## src/rtl/tick_pkg.sv

```systemverilog
// ============================================================================
// Module   : tick_pkg
// Brief    : Clock constants and named divisors for the tick generators.
// Revision : 1.0 - initial release
// ============================================================================
`default_nettype none

package tick_pkg;

    localparam int unsigned CLK_HZ = 100000000;

    function automatic int unsigned HZ_TO_DIV(input int unsigned f);
        return CLK_HZ / f;
    endfunction

    localparam int unsigned DIV_1HZ  = HZ_TO_DIV(1);
    localparam int unsigned DIV_2HZ  = HZ_TO_DIV(2);
    localparam int unsigned DIV_1KHZ = HZ_TO_DIV(1000);

endpackage

`default_nettype wire

```

## src/rtl/tick_channel.sv

```systemverilog
// ============================================================================
// Module   : tick_channel
// Brief    : One divider channel with a shadowed divisor, tick pulse and square wave.
// Revision : 1.0 - initial release
// ============================================================================
`default_nettype none

module tick_channel #(
    parameter int unsigned      CNT_W       = 32,
    parameter logic [CNT_W-1:0] DEFAULT_DIV = CNT_W'(100000000)
) (
    input  logic             clk,
    input  logic             rst,
    input  logic             en,
    input  logic             clear,
    input  logic [CNT_W-1:0] div_in,
    input  logic             div_load,
    output logic             tick,
    output logic             sq,
    output logic             busy_upd
);

    localparam logic [CNT_W-1:0] c_one = CNT_W'(1);

    logic [CNT_W-1:0] r_cnt;
    logic [CNT_W-1:0] r_div;
    logic [CNT_W-1:0] r_shadow;
    logic             r_tick;
    logic             r_sq;
    logic             r_busy;

    logic [CNT_W-1:0] w_div_eff;
    logic [CNT_W-1:0] w_term;
    logic             w_wrap;

    // A zero divisor behaves as one; >= makes a lowered divisor wrap at once.
    assign w_div_eff = (r_div == '0) ? c_one : r_div;
    assign w_term    = w_div_eff - c_one;
    assign w_wrap    = en && (r_cnt >= w_term);

    always_ff @(posedge clk or posedge rst) begin
        if (rst) begin
            r_cnt    <= '0;
            r_div    <= DEFAULT_DIV;
            r_shadow <= DEFAULT_DIV;
            r_tick   <= 1'b0;
            r_sq     <= 1'b0;
            r_busy   <= 1'b0;
        end else if (clear) begin
            r_cnt  <= '0;
            r_tick <= 1'b0;
            r_sq   <= 1'b0;
            if (r_busy) begin
                r_div <= r_shadow;
            end
            r_busy <= 1'b0;
            if (div_load) begin
                r_shadow <= div_in;
                r_busy   <= 1'b1;
            end
        end else begin
            r_tick <= w_wrap;
            if (w_wrap) begin
                r_cnt <= '0;
                r_sq  <= ~r_sq;
                if (r_busy) begin
                    r_div  <= r_shadow;
                    r_busy <= 1'b0;
                end
            end else if (en) begin
                r_cnt <= r_cnt + c_one;
            end
            // A load on a wrap edge becomes the next pending value only.
            if (div_load) begin
                r_shadow <= div_in;
                r_busy   <= 1'b1;
            end
        end
    end

    assign tick     = r_tick;
    assign sq       = r_sq;
    assign busy_upd = r_busy;

endmodule

`default_nettype wire

```

## src/rtl/multi_tick_gen.sv

```systemverilog
// ============================================================================
// Module   : multi_tick_gen
// Brief    : Multi-channel programmable tick and square-wave generator.
// Revision : 1.0 - initial release
// ============================================================================
`default_nettype none

module multi_tick_gen
    import tick_pkg::*;
#(
    parameter int unsigned NUM_CH      = 2,
    parameter int unsigned CNT_W       = 32,
    parameter int unsigned DEFAULT_DIV = DIV_1HZ
) (
    input  logic                    clk,
    input  logic                    rst,
    input  logic                    en,
    input  logic                    clear,
    input  logic [NUM_CH*CNT_W-1:0] div_in,
    input  logic [NUM_CH-1:0]       div_load,
    output logic [NUM_CH-1:0]       tick,
    output logic [NUM_CH-1:0]       sq,
    output logic [NUM_CH-1:0]       busy_upd
);

    localparam logic [CNT_W-1:0] c_default_div = CNT_W'(DEFAULT_DIV);

    for (genvar c = 0; c < NUM_CH; c++) begin : g_ch
        tick_channel #(
            .CNT_W       (CNT_W),
            .DEFAULT_DIV (c_default_div)
        ) u_ch (
            .clk      (clk),
            .rst      (rst),
            .en       (en),
            .clear    (clear),
            .div_in   (div_in[c*CNT_W +: CNT_W]),
            .div_load (div_load[c]),
            .tick     (tick[c]),
            .sq       (sq[c]),
            .busy_upd (busy_upd[c])
        );
    end

endmodule

`default_nettype wire

```

## config.mk

```make
export PLATFORM = sky130hd
export DESIGN_NAME = multi_tick_gen
export DESIGN_NICKNAME = d
export VERILOG_FILES = /design/src/rtl/tick_pkg.sv /design/src/rtl/tick_channel.sv /design/src/rtl/multi_tick_gen.sv
export SDC_FILE = /design/constraint.sdc
export NUM_CORES = 1
export LEC_CHECK = 0
export CELL_PAD_IN_SITES_DETAIL_PLACEMENT = 0
export CELL_PAD_IN_SITES_GLOBAL_PLACEMENT = 1
export CORE_ASPECT_RATIO = 0.5
export CORE_MARGIN = 3
export CORE_UTILIZATION = 30
export CTS_BUF_LIST = sky130_fd_sc_hd__clkbuf_16
export DETAILED_ROUTE_END_ITERATION = 6
export GPL_TIMING_DRIVEN = 0
export PLACE_DENSITY = 0.52
export SETUP_SLACK_MARGIN = 0.3
export SKIP_LAST_GASP = 1
export SLEW_MARGIN = 40
export SYNTH_ARGS = -nofsm -noshare
export SYNTH_HDL_FRONTEND = slang
export SYNTH_SLANG_ARGS = --single-unit
export TNS_END_PERCENT = 1
```

## constraint.sdc

```tcl
create_clock -name clk -period 8.3 [get_ports clk]
set_input_delay 0.83 -clock clk [delete_from_list [all_inputs] [get_ports clk]]
set_output_delay 0.83 -clock clk [all_outputs]
set_load 0.02 [all_outputs]
```

==> reports/qor.yml, run 1 <==
status: "complete, no violations"
min_from: "g_ch[0].u_ch.r_shadow[28]$_DFFE_PP0P_"
rsz0062_at_grt: "no"
synth-seq-cells: 198
route.vias.total: 7277
syn_area_um2: 10700
n_fill_cell: 3461
die_height_um: 139
multiInputGateArea_um2: 5460
switching_share_pct: 28.1
min_path_type: "flop to flop"
area_growth_pct: 18.7
ys_async_sr_fraction_pct: 100
hold_buffers: 0
cts_buffers: 17
vias_per_cell: 4.73
io_buffers: 72
path_buf_inv: 1
syn_inst: 955
post_cts_buffers: 0
crit_path_cell_trace: "or4_4, or4b_4, or4_4, or4_4, nor2_1, nor2_1, ha_1, nand2_1, nor4_1, nand3b_1, nor4_1, xnor2_1, ha_1, a21oi_1, nand2_1, a221oi_1, o22ai_1, a311o_1, nand2_1, buf_1, mux2_2"
peakVddDrop_v: 0.000124
crit_path_start_kind: "flop"
cts_buffer_depth: 2
fin_crit_ps: 6810
syn_nets: 1093
yosysWarnings: 0
comb_power_share_pct: 15.4
fin_nets: 1187
overflow: 0
pwr-share-seq_pct: 49.1
cts_resized: 0
fin_setup_tns_ps: 0
r2r_start: "g_ch[1].u_ch.r_div[19]$_DFFE_PP0P_"
grt_pass1_wl_um: 40200
report.final.slew_viol_count: 0
worst_pin_slew_ps: 733
finalHoldViolCount: 0
cts_tree: "done"
ant_nets: 0
grt_max_degree: 58
cp.arrival_ps: 7140
reg2reg_slack_ps: 1490
track_usage_pct: 13.2
clock_power_share_pct: 35.5
synth-main-ff-cell: "dfrtp_1"
p_switching_uw: 680
die_x_um: 273
min_path_cells: 1
io_pins: 76
setup_viol: 0
period_share_pct: 82.0
dp_hpwl_um: 18300
end_kind: "flop"
cts_root_buf: "clkbuf_16"
power_leakage_uw: 0.00511
drive_gt1_share_pct: 22.4
power-per-cell-area_nw_per_um2: 191
syn_avg_cell_area_um2: 11.2
clock_skew_ps: 7.54
intPower_uw: 1740
max_slew_margin_pct: 50.8
r2r_end: "g_ch[1].u_ch.r_div[17]$_DFFE_PP0P_"
num_antenna_cells: 0
fin_ws_ps: 1490
start_util_pct: 30.7
crit_fanout: 10
clock-sinks: 198
crit_slowest_cell: "or4_4"
routed_wl_um: 24100
synth_cell_types: 63
wire_per_inst_um: 15.7
routabilityCongestion: 0.747
drc: 0
critPathKind: "flop to flop"
synth_edf_count: 0
min_to: "g_ch[0].u_ch.r_div[28]$_DFFE_PP0P_"
clk_latency_ps: 450
place_ws_ps: 1420
antenna_found_initial: 0
dr.pass1.iters: 4
worstPathRequired_ps: 8640
std_cell_rows: 48
seq_area_frac_synth_pct: 46.9
core_um2: 34800
max_freq_mhz: 147
seq_area_um2: 5010
htreeDepth: 4
max_stage_delay_ps: 580
yosysTopAreaCell: "dfrtp_1"
critical-path-top-delay-family: "simple AND/OR/NAND/NOR gates"
die_area_um2: 38100
max-cap-violations: 0
synth_area_leaders: "dfrtp_1, mux2_2, dfstp_2"
cts.clk_slew.worst_paths_ps: 70
r2r_cells: 21
grt_pass1_vias: 7510
yosysTopAreaCellShare_pct: 35.1
drtIter0Drc: 301
how the worst max path moves through the flow:
stage,cells after the start,to,start,slack [ps]
after detailed placement,21,g_ch[1].u_ch.r_div[17]$_DFFE_PP0P_,g_ch[1].u_ch.r_div[19]$_DFFE_PP0P_,1420
after floorplan,1,g_ch[0].u_ch.busy_upd$_DFFE_PP0P_,rst,2150
after global placement,2,g_ch[0].u_ch.r_div[17]$_DFFE_PP0P_,rst,-820
after global routing,21,g_ch[1].u_ch.r_div[17]$_DFFE_PP0P_,g_ch[1].u_ch.r_div[19]$_DFFE_PP0P_,930
final,21,g_ch[1].u_ch.r_div[17]$_DFFE_PP0P_,g_ch[1].u_ch.r_div[19]$_DFFE_PP0P_,1490
after CTS,21,g_ch[1].u_ch.r_div[17]$_DFFE_PP0P_,g_ch[1].u_ch.r_div[19]$_DFFE_PP0P_,1420
routing by layer:
metal / part of all wire, % / track usage, %
met1: 52 / 19.0
met2: 45 / 20.2
met3: 1.8 / 2.17
met4: 1.4 / 4.31
met5: 0 / 0
stage by stage:
step | total power (µW) | util, % | hold slack [ps] | std cells | area [µm²]
floorplan | 1450 | - | 477 | 955 | 10700
global placement | 1570 | 34.5 | 487 | 1502 | 12000
detailed placement | 1590 | 34.8 | 490 | 1505 | 12100
CTS | 2470 | 36.5 | 508 | 1537 | 12700
global route | 2560 | 36.5 | 524 | 1537 | 12700
finish | 2420 | 36.5 | 501 | 1537 | 12700
sequential cells by signal, indices dropped and copies added (netlist names):
name                cells
g_ch.u_ch.busy_upd      2
g_ch.u_ch.r_cnt        64
g_ch.u_ch.r_div        64
g_ch.u_ch.r_shadow     64
g_ch.u_ch.sq            2
g_ch.u_ch.tick          2
cells in the mapped netlist, drive strengths merged (2+ instances only):
library cell  count
and3              7
nand2            57
a21o              7
nor2             96
clkbuf           20
o2111ai           2
nand3            20
nor2b             5
o41a              2
dfrtp           150
nor3             31
ha               68
or4              15
a21oi            33
a2111oi           2
or4b              2
xor2             54
nand2b            4
inv              16
nor4             15
and2              3
nand4            28
xnor2            54
nand3b            4
o21a              5
mux2            129
o21ai            15
or3              11
or2               6
a211oi            3
dfstp            48
buf              13
and4              8
o22ai             2
power groups by stage:
stage | registers [µW] | clock network, µW | logic (µW)
4_1_cts | 1190 | 898 | 382
2_1_floorplan | 1170 | 0 | 273
3_3_place_gp | 1210 | 0 | 365
5_1_grt | 1210 | 933 | 424
6_report | 1190 | 861 | 372
3_5_place_dp | 1210 | 0 | 380
cell families after synthesis:
logic type,synth area share (%)
mux,13.6
simple gates,15.5
buf+inv,1.94
xor+xnor,8.85
fa+ha+maj,7.96
flops,46.9
compound gates,5.16
cell usage in the layout (no fill, tap or decap), types with 5 or more instances in the layout:
master             n
xnor2_1           54
clkbuf_1          20
buf_1              6
nand4_1           28
clkbuf_16         17
ha_1              68
and3_1             7
or2_2              6
nor3_1            27
and4_1             8
nor2_1            95
mux2_2           129
clkdlybuf4s50_1   72
buf_4              6
o21ai_0           15
o21a_1             5
nand2_1           56
or3_1             10
nor4_1            14
dfstp_2           48
a21o_1             7
inv_1             15
a21oi_1           33
nand3_1           20
dfrtp_1          150
xor2_1            54
or4_1             11
inv_6              5
nor2b_1            5
worst register-to-register path, cell delays in order, from the launching register on:
cell and delay (ps):
dfrtp_1 450, or4_4 590, or4b_4 530, or4_4 520
or4_4 560, nor2_1 120, nor2_1 70, ha_1 220
nand2_1 260, nor4_1 160, nand3b_1 390, nor4_1 110
xnor2_1 160, ha_1 320, a21oi_1 160, nand2_1 70
a221oi_1 340, o22ai_1 150, a311o_1 400, nand2_1 220
buf_1 490, mux2_2 400
area by class of cell:
cell class                      instances  share of cell area (%)
Multi-Input combinational cell        708                    43.1
Sequential cell                       198                    39.5
Timing Repair Buffer                   75                    6.34
Tap cell                              475                    4.69
Clock buffer                           17                    3.36
Clock inverter                         15                    1.30
Buffer                                 33                    1.16
Inverter                               16                   0.533
(Power assumes the default switching activity.)
==> run 2, diff against run 1 <==
--- a/config.mk
+++ b/config.mk
@@ -13,7 +13,7 @@
 export CTS_BUF_LIST = sky130_fd_sc_hd__clkbuf_16
 export DETAILED_ROUTE_END_ITERATION = 6
 export GPL_TIMING_DRIVEN = 0
-export PLACE_DENSITY = 0.52
+export PLACE_DENSITY = 0.54
 export SETUP_SLACK_MARGIN = 0.3
 export SKIP_LAST_GASP = 1
 export SLEW_MARGIN = 40
==> constraint.sdc (replaced) <==
create_clock -name clk -period 5.85 [get_ports clk]
set_input_delay 0.585 -clock clk [delete_from_list [all_inputs] [get_ports clk]]
set_output_delay 0.585 -clock clk [all_outputs]
set_load 0.02 [all_outputs]
==> run 2 against run 1 <==
  * Critical path depth decreased by 1
  * Clock skew increased by 0.87 ps
  * Sequential share of layout area is 2.1 points lower
  * Hold slack worse by 70 ps
  * Clock-buffer cell count unchanged
  * Total power up 42%
  * Global-route usage rose by 0.71 points
  * Largest cell class unchanged
==> reports/qor.yml, run 2 (synthesis results as in run 1) <==
routed_wl_um: 25300
io_buffers: 72
grt_pass1_wl_um: 42200
vias_per_cell: 4.78
p_total_uw: 3430
cts.clk_slew.worst_paths_ps: 70
wire_per_inst_um: 16.1
cts_buffers: 17
grt_pass1_vias: 7883
start_util_pct: 30.7
ant_nets: 0
max_freq_mhz: 177
fin_crit_ps: 5670
max-cap-violations: 0
min_path_type: "primary input to asynchronous set/reset pin"
reg_top3: "g_ch.u_ch.r_cnt: 64 flops, g_ch.u_ch.r_div: 64 flops, g_ch.u_ch.r_shadow: 64 flops"
n_fill_cell: 3365
wl_met1_um: 13000
routabilityCongestion: 0.778
status: "complete, no violations"
die_x_um: 273
clock_skew_ps: 8.41
place_ws_ps: -1000
final_common_cell: "dfrtp_1"
htreeDepth: 4
r2r_cells: 20
clk_latency_ps: 450
reg2reg_slack_ps: 180
fin_nets: 1216
crit_path_cell_trace: "or4_4, or4b_4, or4_4, or4_4, nor2_4, nor2_4, ha_4, nand2_8, nor4_1, xnor2_1, ha_1, nand4_1, or4_4, o32ai_4, or4_4, a311o_1, nand2_4, buf_12, buf_8, mux2_4"
drive_gt1_share_pct: 27.5
area_growth_pct: 25.3
grt_max_degree: 27
drtIter0Drc: 387
max_slew_margin_pct: 53.5
overflow: 0
setup_viol: 0
antenna_found_initial: 0
path_buf_inv: 2
max_stage_delay_ps: 570
crit_path_start_kind: "flop"
finalHoldViolCount: 0
fin_ws_ps: 185
dr.pass1.iters: 4
wl_met3_um: 518
multiInputGateArea_um2: 5740
io_pins: 76
die_height_um: 139
route.met2.wl_um: 11500
route.vias.total: 7487
crit_fanout: 6
critPathKind: "flop to flop"
r2r_end: "g_ch[1].u_ch.r_div[12]$_DFFE_PP0P_"
std_cell_rows: 48
fin_setup_tns_ps: 0
peakVddDrop_v: 0.000170
rsz0062_at_grt: "yes"
fin_area_um2: 13400
end_kind: "flop"
cp.arrival_ps: 6000
holdWs_ps: 431
clock-sinks: 198
dp_hpwl_um: 18800
report.final.slew_viol_count: 0
track_usage_pct: 13.9
critical-path-top-delay-family: "simple AND/OR/NAND/NOR gates"
layout_common_cells: "dfrtp_1, mux2_2, nor2_1"
crit_top_cell: "or4_4"
seq_area_um2: 5020
num_antenna_cells: 0
period_share_pct: 96.8
crit_slowest_cell: "or4_4"
cts_root_buf: "clkbuf_16"
cts_tree: "done"
worst_pin_slew_ps: 692
power_leakage_uw: 0.00546
dpl_cell_area_um2: 12300
core_um2: 34800
power-per-cell-area_nw_per_um2: 257
die_area_um2: 38100
r2r_start: "g_ch[1].u_ch.r_div[22]$_DFFE_PP1P_"
cts_buffer_depth: 2
worstPathRequired_ps: 6180
drc: 0
top_layer: "met4"
## run 2: changes by cell type in the layout (fill, tap and decap cells not counted), sizes merged
cell      before  now
buf           16   44
bufinv         2    0
clkbuf        37   38
clkinv         3    6
clkinvlp       2    5
inv           24   20
## run 2: area by class of cell
class                   count  share of cell area (%)
clock buffers              17                    3.18
plain buffers              33                    1.47
clock inverters            15                   0.776
well taps                 475                    4.44
inverters                  16                   0.477
flip-flops and latches    198                    37.5
repair buffers            104                    9.33
multi-input cells         708                    42.9
## run 2: how the worst max path moves through the flow
| stage | start | endpoint | slack, ps | cells past startpoint |
|---|---|---|---|---|
| floorplan | g_ch[1].u_ch.r_div[19]$_DFFE_PP0P_ | g_ch[1].u_ch.r_div[0]$_DFFE_PP0P_ | 170 | 21 |
| global placement | g_ch[1].u_ch.r_div[19]$_DFFE_PP0P_ | g_ch[1].u_ch.r_div[19]$_DFFE_PP0P_ | -1000 | 21 |
| detailed placement | g_ch[1].u_ch.r_div[19]$_DFFE_PP0P_ | g_ch[1].u_ch.r_div[19]$_DFFE_PP0P_ | -1000 | 21 |
| CTS | g_ch[1].u_ch.r_div[22]$_DFFE_PP1P_ | g_ch[1].u_ch.r_div[19]$_DFFE_PP0P_ | 240 | 20 |
| global route | g_ch[1].u_ch.r_div[22]$_DFFE_PP1P_ | g_ch[1].u_ch.r_div[19]$_DFFE_PP0P_ | 30 | 20 |
| finish | g_ch[1].u_ch.r_div[22]$_DFFE_PP1P_ | g_ch[1].u_ch.r_div[12]$_DFFE_PP0P_ | 180 | 20 |
## run 2: timing repair
| item | 4_1_cts | 5_1_grt |
|---|---|---|
| resized for setup | 68 | 11 |
| hold buffers | 0 | 0 |
| endpoints found under the hold margin | 0 | 0 |
| setup buffers | 17 | 2 |
| gates cloned | 3 | 0 |
| endpoints found under the setup margin | 130 | 126 |
| pin swaps | 22 | 14 |
## run 2: stage by stage
step | util, % | cells
after floorplan | - | 955
after global placement | 34.5 | 1502
after detailed placement | 35.2 | 1512
after CTS | 38.3 | 1564
after global routing | 38.5 | 1566
final | 38.5 | 1566
## run 2: power breakdown
| group | internal (µW) | switching (µW) |
|---|---|---|
| registers | 1540 | 153 |
| clock network | 545 | 568 |
| logic | 351 | 274 |
| total | 2440 | 995 |
## run 2: metal layers
| layer | up-vias | track usage (%) |
|---|---|---|
| met5 | - | 0 |
| li1 | 3666 | - |
| met2 | 68 | 21.8 |
| met4 | 0 | 3.18 |
| met3 | 18 | 2.88 |
| met1 | 3735 | 19.9 |
==> run 3, diff against run 2 <==
--- a/config.mk
+++ b/config.mk
@@ -9,11 +9,10 @@
 export CELL_PAD_IN_SITES_GLOBAL_PLACEMENT = 1
 export CORE_ASPECT_RATIO = 0.5
 export CORE_MARGIN = 3
-export CORE_UTILIZATION = 30
+export CORE_UTILIZATION = 35
 export CTS_BUF_LIST = sky130_fd_sc_hd__clkbuf_16
 export DETAILED_ROUTE_END_ITERATION = 6
-export GPL_TIMING_DRIVEN = 0
-export PLACE_DENSITY = 0.54
+export PLACE_DENSITY = 0.61
 export SETUP_SLACK_MARGIN = 0.3
 export SKIP_LAST_GASP = 1
 export SLEW_MARGIN = 40
==> run 3 against run 2 <==
  * First-iteration DRC count shrank 1.3%
  * Hold slack better by 74 ps
  * Fmax grew 2.2%
  * Global-route usage grew 1.2 points
  * Combinational power down 11%
  * Sequential power about the same
  * Cell count fell by 7.5%
  * Non-clock buffer count is 34 lower
  * Utilization grew 4.7 points
  * Routed wire length is 8.1% lower
  * Critical path type unchanged
  * Clock-buffer cell count unchanged
==> reports/qor.yml, run 3 (synthesis results as in run 1) <==
cts_root_buf: "clkbuf_16"
peakVddDrop_v: 0.000196
layout_common_cells: "dfrtp_1, mux2_2, nor2_1"
drive_gt1_share_pct: 25.4
core_um2: 29500
setup_viol: 0
min_from: "g_ch[1].u_ch.r_shadow[29]$_DFFE_PP0P_"
crit_path_cell_trace: "or4_4, or4b_4, or4_4, or4_4, nor2_1, nor2_1, ha_2, nand2_4, nor4_2, nand3b_1, buf_4, nor4_1, xnor2_1, ha_1, nand4_1, inv_1, a221oi_2, o22ai_1, a311o_1, nand2_2, buf_12, buf_12, mux2_2"
wl_met1_um: 11800
stdcell_count: 1448
status: "complete, no violations"
overflow: 0
top_layer: "met4"
dp_cells: 1406
rsz0062_at_grt: "yes"
reg_top3: "g_ch.u_ch.r_cnt: 64 flops, g_ch.u_ch.r_div: 64 flops, g_ch.u_ch.r_shadow: 64 flops"
route.vias.total: 7296
die_height_um: 130
startpoint: "g_ch[1].u_ch.r_div[21]$_DFFE_PP1P_"
fin_setup_tns_ps: 0
r2r_start: "g_ch[1].u_ch.r_div[21]$_DFFE_PP1P_"
fin_crit_ps: 5550
crit_fanout: 11
worst_pin_slew_ps: 802
worstPathRequired_ps: 6180
final_util_pct: 43.2
power-per-cell-area_nw_per_um2: 267
clk_latency_ps: 440
cp.arrival_ps: 5880
report.final.slew_viol_count: 0
ant_nets: 0
clock-sinks: 198
die_area_um2: 32800
die_x_um: 253
dpl_cell_area_um2: 12000
cts_buffers: 17
end_kind: "flop"
vias_per_cell: 5.04
max_stage_delay_ps: 540
fin_nets: 1182
grt_max_degree: 91
antenna_found_initial: 0
area_growth_pct: 19.4
num_antenna_cells: 0
crit_path_start_kind: "flop"
drtIter0Drc: 382
wl_met3_um: 480
cts_tree: "done"
grt_pass1_vias: 7385
max_freq_mhz: 180
cts_buffer_depth: 2
io_pins: 76
min_path_type: "flop to flop"
track_usage_pct: 15.2
max_slew_margin_pct: 46.1
cts.clk_slew.worst_paths_ps: 70
start_util_pct: 36.2
dp_hpwl_um: 17100
period_share_pct: 94.8
htreeDepth: 4
max-cap-violations: 0
final_common_cell: "dfrtp_1"
grt_pass1_wl_um: 39300
finalHoldViolCount: 0
wire_per_inst_um: 16.0
route.met2.wl_um: 10600
fin_area_um2: 12800
routabilityCongestion: 0.776
std_cell_rows: 44
power_leakage_uw: 0.00522
routed_wl_um: 23200
io_buffers: 75
critPathKind: "flop to flop"
clock_skew_ps: 6.01
dr.pass1.iters: 4
crit_slowest_cell: "or4b_4"
crit_top_cell: "or4_4"
drc: 0
run 3: final cells by class:
| class | instances | area, µm² |
|---|---|---|
| Clock inverter | 15 | 146 |
| Tap cell | 391 | 489 |
| Timing Repair Buffer | 103 | 1100 |
| Fill cell | 2799 | 16800 |
| Multi-Input combinational cell | 708 | 5520 |
| Inverter | 16 | 63.8 |
| Clock buffer | 17 | 425 |
| Sequential cell | 198 | 5010 |
run 3: stage by stage:
stage	setup WS (ps)	total power, µW	hold WS [ps]
2_1_floorplan	167	2050	477
3_3_place_gp	141	2230	485
3_5_place_dp	19.0	2260	493
4_1_cts	354	3460	510
5_1_grt	86.7	3600	523
6_report	305	3410	505
run 3: worst paths after layout:
| kind | slack [ps] | cells after the start | to |
|---|---|---|---|
| setup / recovery | 300 | 23 | g_ch[1].u_ch.r_div[9]$_DFFE_PP0P_ |
| hold / removal | 500 | 1 | g_ch[1].u_ch.r_div[29]$_DFFE_PP0P_ |
| setup reg to reg | 300 | 23 | g_ch[1].u_ch.r_div[9]$_DFFE_PP0P_ |
| hold reg to reg | 500 | 1 | g_ch[1].u_ch.r_div[29]$_DFFE_PP0P_ |
| max in group asynchronous | 4200 | 5 | g_ch[0].u_ch.r_shadow[13]$_DFFE_PP1P_ |
| min in group asynchronous | 520 | 3 | g_ch[1].u_ch.r_shadow[27]$_DFFE_PP0P_ |
run 3: where the power goes:
part	internal (µW)	total, µW	leakage (µW)	switching (µW)
Clock	599	1160	0.000281	558
Combinational	310	557	0.00253	247
Sequential	1540	1690	0.00241	148
Total	2450	3410	0.00522	954
run 3: metal layers:
metal | up-vias | GRT usage, %
met3 | 15 | 2.55
li1 | 3600 | -
met2 | 57 | 24.2
met1 | 3624 | 21.3
met4 | 0 | 4.77
met5 | - | 0
run 3: repair_timing:
action	in CTS	in global routing
hold buffers	0	0
gates cloned	1	0
resized for setup	12	4
pin swaps	12	13
buffers inserted	7	2
endpoints found under the setup margin	34	109
run 3: critical path: cells and delay by family (launching register included):
family	cells	cell delay, ps
DFF	1	390
muxes	1	330
and+or+nand+nor	12	2750
adders and majority gates	2	550
AOI/OAI and AO/OA	3	800
xor gates and xnor gates	1	140
buffers and inverters	4	460
==> variant 1 (config.mk and constraints of run 1) <==
`CNT_W` is set to 32 in 2 places; all go to 16.
--- a/src/rtl/tick_channel.sv
+++ b/src/rtl/tick_channel.sv
@@ -6,7 +6,7 @@
 `default_nettype none
 
 module tick_channel #(
-    parameter int unsigned      CNT_W       = 32,
+    parameter int unsigned      CNT_W       = 16,
     parameter logic [CNT_W-1:0] DEFAULT_DIV = CNT_W'(100000000)
 ) (
     input  logic             clk,
--- a/src/rtl/multi_tick_gen.sv
+++ b/src/rtl/multi_tick_gen.sv
@@ -9,7 +9,7 @@
     import tick_pkg::*;
 #(
     parameter int unsigned NUM_CH      = 2,
-    parameter int unsigned CNT_W       = 32,
+    parameter int unsigned CNT_W       = 16,
     parameter int unsigned DEFAULT_DIV = DIV_1HZ
 ) (
     input  logic                    clk,
Interface: changed (resized div_in); port bits go from 76 to 44. The function was not compared with the original's and may differ.
==> variant 1 against run 1 <==
Worst setup slack improved by 1600 ps. Wire length fell by 52%. Global-route usage fell by 0.93 points. Clock power fell by 51%. Cell count fell by 49%. Synthesized area fell by 48%. Via count fell by 49%. Non-clock buffer count fell by 49. Power fell by 47%. Design area fell by 48%. Sequential cell count fell by 96. Highest routed layer unchanged.
==> variant 1: results (changes against run 1) <==
Critical Path AT 5450 ps (-1690 ps); maximum VDD drop 0.0929 mV (-25%); Num CTS Buffers 9 (-8); dpl cell area 6240 um^2 (-48%); top post-synthesis cells by area dfrtp_1 (39%), mux2_2 (14%), ha_1 (8.2%); top flop regs g_ch.u_ch.r_cnt: 32 flops, g_ch.u_ch.r_div: 32 flops, g_ch.u_ch.r_shadow: 32 flops; Nets 620 (-48%); H-tree levels 3 (-1); Mapped Nets 567 (-48%); Starting DRT DRC Count 101 (-66%); clk_skew 15.9 ps (+8.36 ps); Leakage 2.71 nW (-47%); Cells after DPL 769 (-49%); Place WS 3030 ps (+1610 ps); Clock Latency Late Sink 360 ps (-90 ps); layout cell share with drive strength beyond 1 21.2% (-1.2 points); wire length of the first global-routing pass 19,500 um (-52%); Port Buffers 41 (-43%); slowest CP cell a311oi_2; GRT Total Usage 12.3% (-0.93 points); outcome complete, no violations; register area share after synthesis 46.7% (-0.21 points); Mapped Cells 493 (-48%); wirelength, routed 11,500 um (-52%); Internal 0.928 mW (-47%); synth unique cells 50 (-21%); routability congestion estimate 0.727 (-2.7%); relative slew slack 45.1% (-5.6 points)
-- variant 1: cell count changes in the layout (fill, tap and decap cells not counted), sizes merged, moves of 22 or more --
| cell | delta |
|---|---|
| dfstp | -32 |
| xnor2 | -31 |
| mux2 | -63 |
| dfrtp | -64 |
| nor2 | -45 |
| ha | -32 |
| nand2 | -22 |
| xor2 | -25 |
| clkdlybuf4s50 | -31 |
-- variant 1: area by class of cell --
class | count | area (um^2)
clock buffers | 9 | 225
inverters | 11 | 48.8
fillers | 1759 | 11100
multi-input cells | 363 | 2800
flip-flops and latches | 102 | 2570
well taps | 234 | 293
repair buffers | 42 | 438
clock inverters | 7 | 65.1
plain buffers | 17 | 95.1
-- variant 1: critical path, delay by kind of cell, from the launching register on --
| kind | cells | cell delay [ps] |
|---|---|---|
| DFF | 1 | 420 |
| muxes | 1 | 340 |
| xor gates and xnor gates | 1 | 80 |
| buffers and inverters | 1 | 240 |
| adders and majority gates | 2 | 520 |
| and+or+nand+nor | 10 | 2610 |
| AOI/OAI and AO/OA | 2 | 890 |
-- variant 1: cell families (layout without fill, tap and decap cells) --
family                   Yosys count  after routing  synth area share (%)
AND/OR/NAND/NOR                  160            160                  14.6
flip-flops                       102            102                  46.7
multiplexers                      66             66                  13.5
XOR/XNOR                          52             52                  8.27
AO/OA/AOI/OAI                     49             49                  6.20
adder cells (fa/ha/maj)           36             36                  8.18
buffers and inverters             28             86                  2.48
-- variant 1: power groups by stage --
stage                     Combinational [mW]  Clock [mW]  Sequential (mW)
after floorplan                        0.188           0            0.613
after global placement                 0.243           0            0.631
after detailed placement               0.247           0            0.632
after CTS                              0.249       0.444            0.623
after global routing                   0.279       0.469            0.633
final                                  0.243       0.424            0.622
-- variant 1: worst paths after layout --
path / startpoint / end / slack, ps / cells past startpoint
worst max-delay path: g_ch[0].u_ch.r_div[9] / g_ch[0].u_ch.r_div[6] / 3080 / 17
worst min-delay path: g_ch[0].u_ch.r_shadow[5] / g_ch[0].u_ch.r_div[5] / 500 / 1
worst max register to register: g_ch[0].u_ch.r_div[9] / g_ch[0].u_ch.r_div[6] / 3080 / 17
worst min register to register: g_ch[0].u_ch.r_shadow[5] / g_ch[0].u_ch.r_div[5] / 500 / 1
max in group asynchronous: rst / g_ch[1].u_ch.r_shadow[13] / 6810 / 3
min in group asynchronous: rst / g_ch[0].u_ch.r_shadow[4] / 830 / 2
-- variant 1: per-layer routing --
layer  up-vias  share of wire (%)  routed length, um  GRT usage, %
met4         0               0.98                112          2.88
met1      1828                 50               5760          16.4
li1       1857                  -                  -             -
met5         -                  0                  0             0
met3        10                3.5                402          3.82
met2        39                 45               5190          19.8
==> variant 2 (config.mk and constraints of run 1) <==
Made on the original files. Register the output `sq`, without a reset; this adds one clock of latency there. The other outputs are not delayed to match.
--- a/src/rtl/multi_tick_gen.sv
+++ b/src/rtl/multi_tick_gen.sv
@@ -25,6 +25,8 @@
 
     localparam logic [CNT_W-1:0] c_default_div = CNT_W'(DEFAULT_DIV);
 
+    logic [NUM_CH-1:0] sq_d;
+
     for (genvar c = 0; c < NUM_CH; c++) begin : g_ch
         tick_channel #(
             .CNT_W       (CNT_W),
@@ -37,9 +39,13 @@
             .div_in   (div_in[c*CNT_W +: CNT_W]),
             .div_load (div_load[c]),
             .tick     (tick[c]),
-            .sq       (sq[c]),
+            .sq       (sq_d[c]),
             .busy_upd (busy_upd[c])
         );
+    end
+
+    always_ff @(posedge clk) begin
+        sq <= sq_d;
     end
 
 endmodule
Function: changed (Yosys sat finds a counterexample within 4 cycles, from zero or initial values and one cycle with rst high).
==> variant 2 against run 1 <==
Core utilization fell by 0.47 points. Power up 8.3%. Wire length rose by 38%. Non-clock buffer count rose by 49. Sequential cell count grew 2. Design area is 11% higher. Worst setup slack better by 990 ps. Count of clock-buffer cells in the layout did not move. Synthesized area is 12% higher. Critical path depth stayed put.
==> variant 2: results (changes against run 1) <==
outcome complete, no violations; TritonRoute pass-1 iters 5 (+1); FF-to-FF End g_ch[1].u_ch.r_cnt[4]; Worst path top cell family by delay simple AND/OR/NAND/NOR gates; Leakage 5.60 nW (+9.5%); maximum number of pins on one net before global-route repair 56 (-3.4%); Fillers 3,953 (+14%); fin cells 1,808 (+18%); Internal 1.82 mW (+4.8%); vias in the first global route 9,599 (+28%); Nets 1,403 (+18%); Critical Path AT 6150 ps (-990 ps); Mapped Cells 1,170 (+23%); WL/cell 18.5 um (+18%); maximum VDD drop 0.153 mV (+23%); clk_skew 13.3 ps (+5.76 ps); Worst Hold Path EP sq[0]; routability congestion estimate 0.778 (+4.2%); Port Buffers 73 (+1.4%); worst slew pin tran 815 ps (+82.6 ps); Vias 9,408 (+29%); Async SR Flop Fraction 99.0% (-1.0 points); DP HPWL 24,500 um (+34%); GRT Total Usage 16.2% (+3.0 points); wire length of the first global-routing pass 54,500 um (+36%); hold path cells 0 (-1); Starting Density 30.6% (-0.15 points); top post-synthesis cells by area dfrtp_1 (31%), dfstp_2 (11%), ha_1 (7.1%); fmax 0.172 GHz (+17%); hold_sp g_ch[0].u_ch.sq; register area share after synthesis 42.3% (-4.7 points); Starting DRT DRC Count 604 (+100%); flop2flop setup slack 2490 ps (+990 ps); Place WS 2400 ps (+977 ps); layout cell share with drive strength beyond 1 15.3% (-7.2 points)
## variant 2: layout make-up
class,instances,area [um^2],area share (%)
Sequential cell,200,5050,35.9
Multi-Input combinational cell,877,6510,46.3
Tap cell,530,663,4.71
Buffer,81,370,2.63
Clock inverter,15,188,1.33
Timing Repair Buffer,76,813,5.78
Clock buffer,17,425,3.02
Inverter,12,52.6,0.373
## variant 2: layer usage
layer	wire [um]	global-route usage [%]	up-vias
met3	952	2.47	23
met1	16400	22.8	4689
met5	0	0	-
met4	448	4.50	0
met2	15600	26.0	127
li1	-	-	4569
## variant 2: cells by family (layout without fill, tap and decap cells)
logic type	count (synthesis)	count (layout)	share of synthesized area [%]
simple gates	399	399	17.4
compound gates	230	230	15.2
flops	200	200	42.3
xor+xnor	112	112	8.20
buf+inv	93	201	3.47
fa+ha+maj	68	68	7.12
mux	68	68	6.38
## variant 2: worst max-delay path by stage
| stage | to |
|---|---|
| 4_1_cts | g_ch[0].u_ch.sq |
| 2_1_floorplan | g_ch[0].u_ch.busy_upd |
| 3_3_place_gp | g_ch[1].u_ch.r_cnt[28] |
| 6_report | g_ch[1].u_ch.r_cnt[4] |
| 3_5_place_dp | g_ch[0].u_ch.sq |
| 5_1_grt | g_ch[1].u_ch.r_cnt[5] |
## variant 2: power by group through the flow
| stage | clock network (mW) | logic (mW) | registers, mW |
|---|---|---|---|
| floorplan | 0 | 0.346 | 1.21 |
| global placement | 0 | 0.452 | 1.26 |
| detailed placement | 0 | 0.470 | 1.27 |
| CTS | 0.942 | 0.473 | 1.25 |
| global route | 0.974 | 0.529 | 1.27 |
| finish | 0.907 | 0.466 | 1.25 |
## variant 2: per-stage QoR
step           hold WS [ps]  instance area, um^2
2_1_floorplan           361                12000
3_3_place_gp            377                13400
3_5_place_dp            381                13500
4_1_cts                 402                14100
5_1_grt                 411                14100
6_report                397                14100
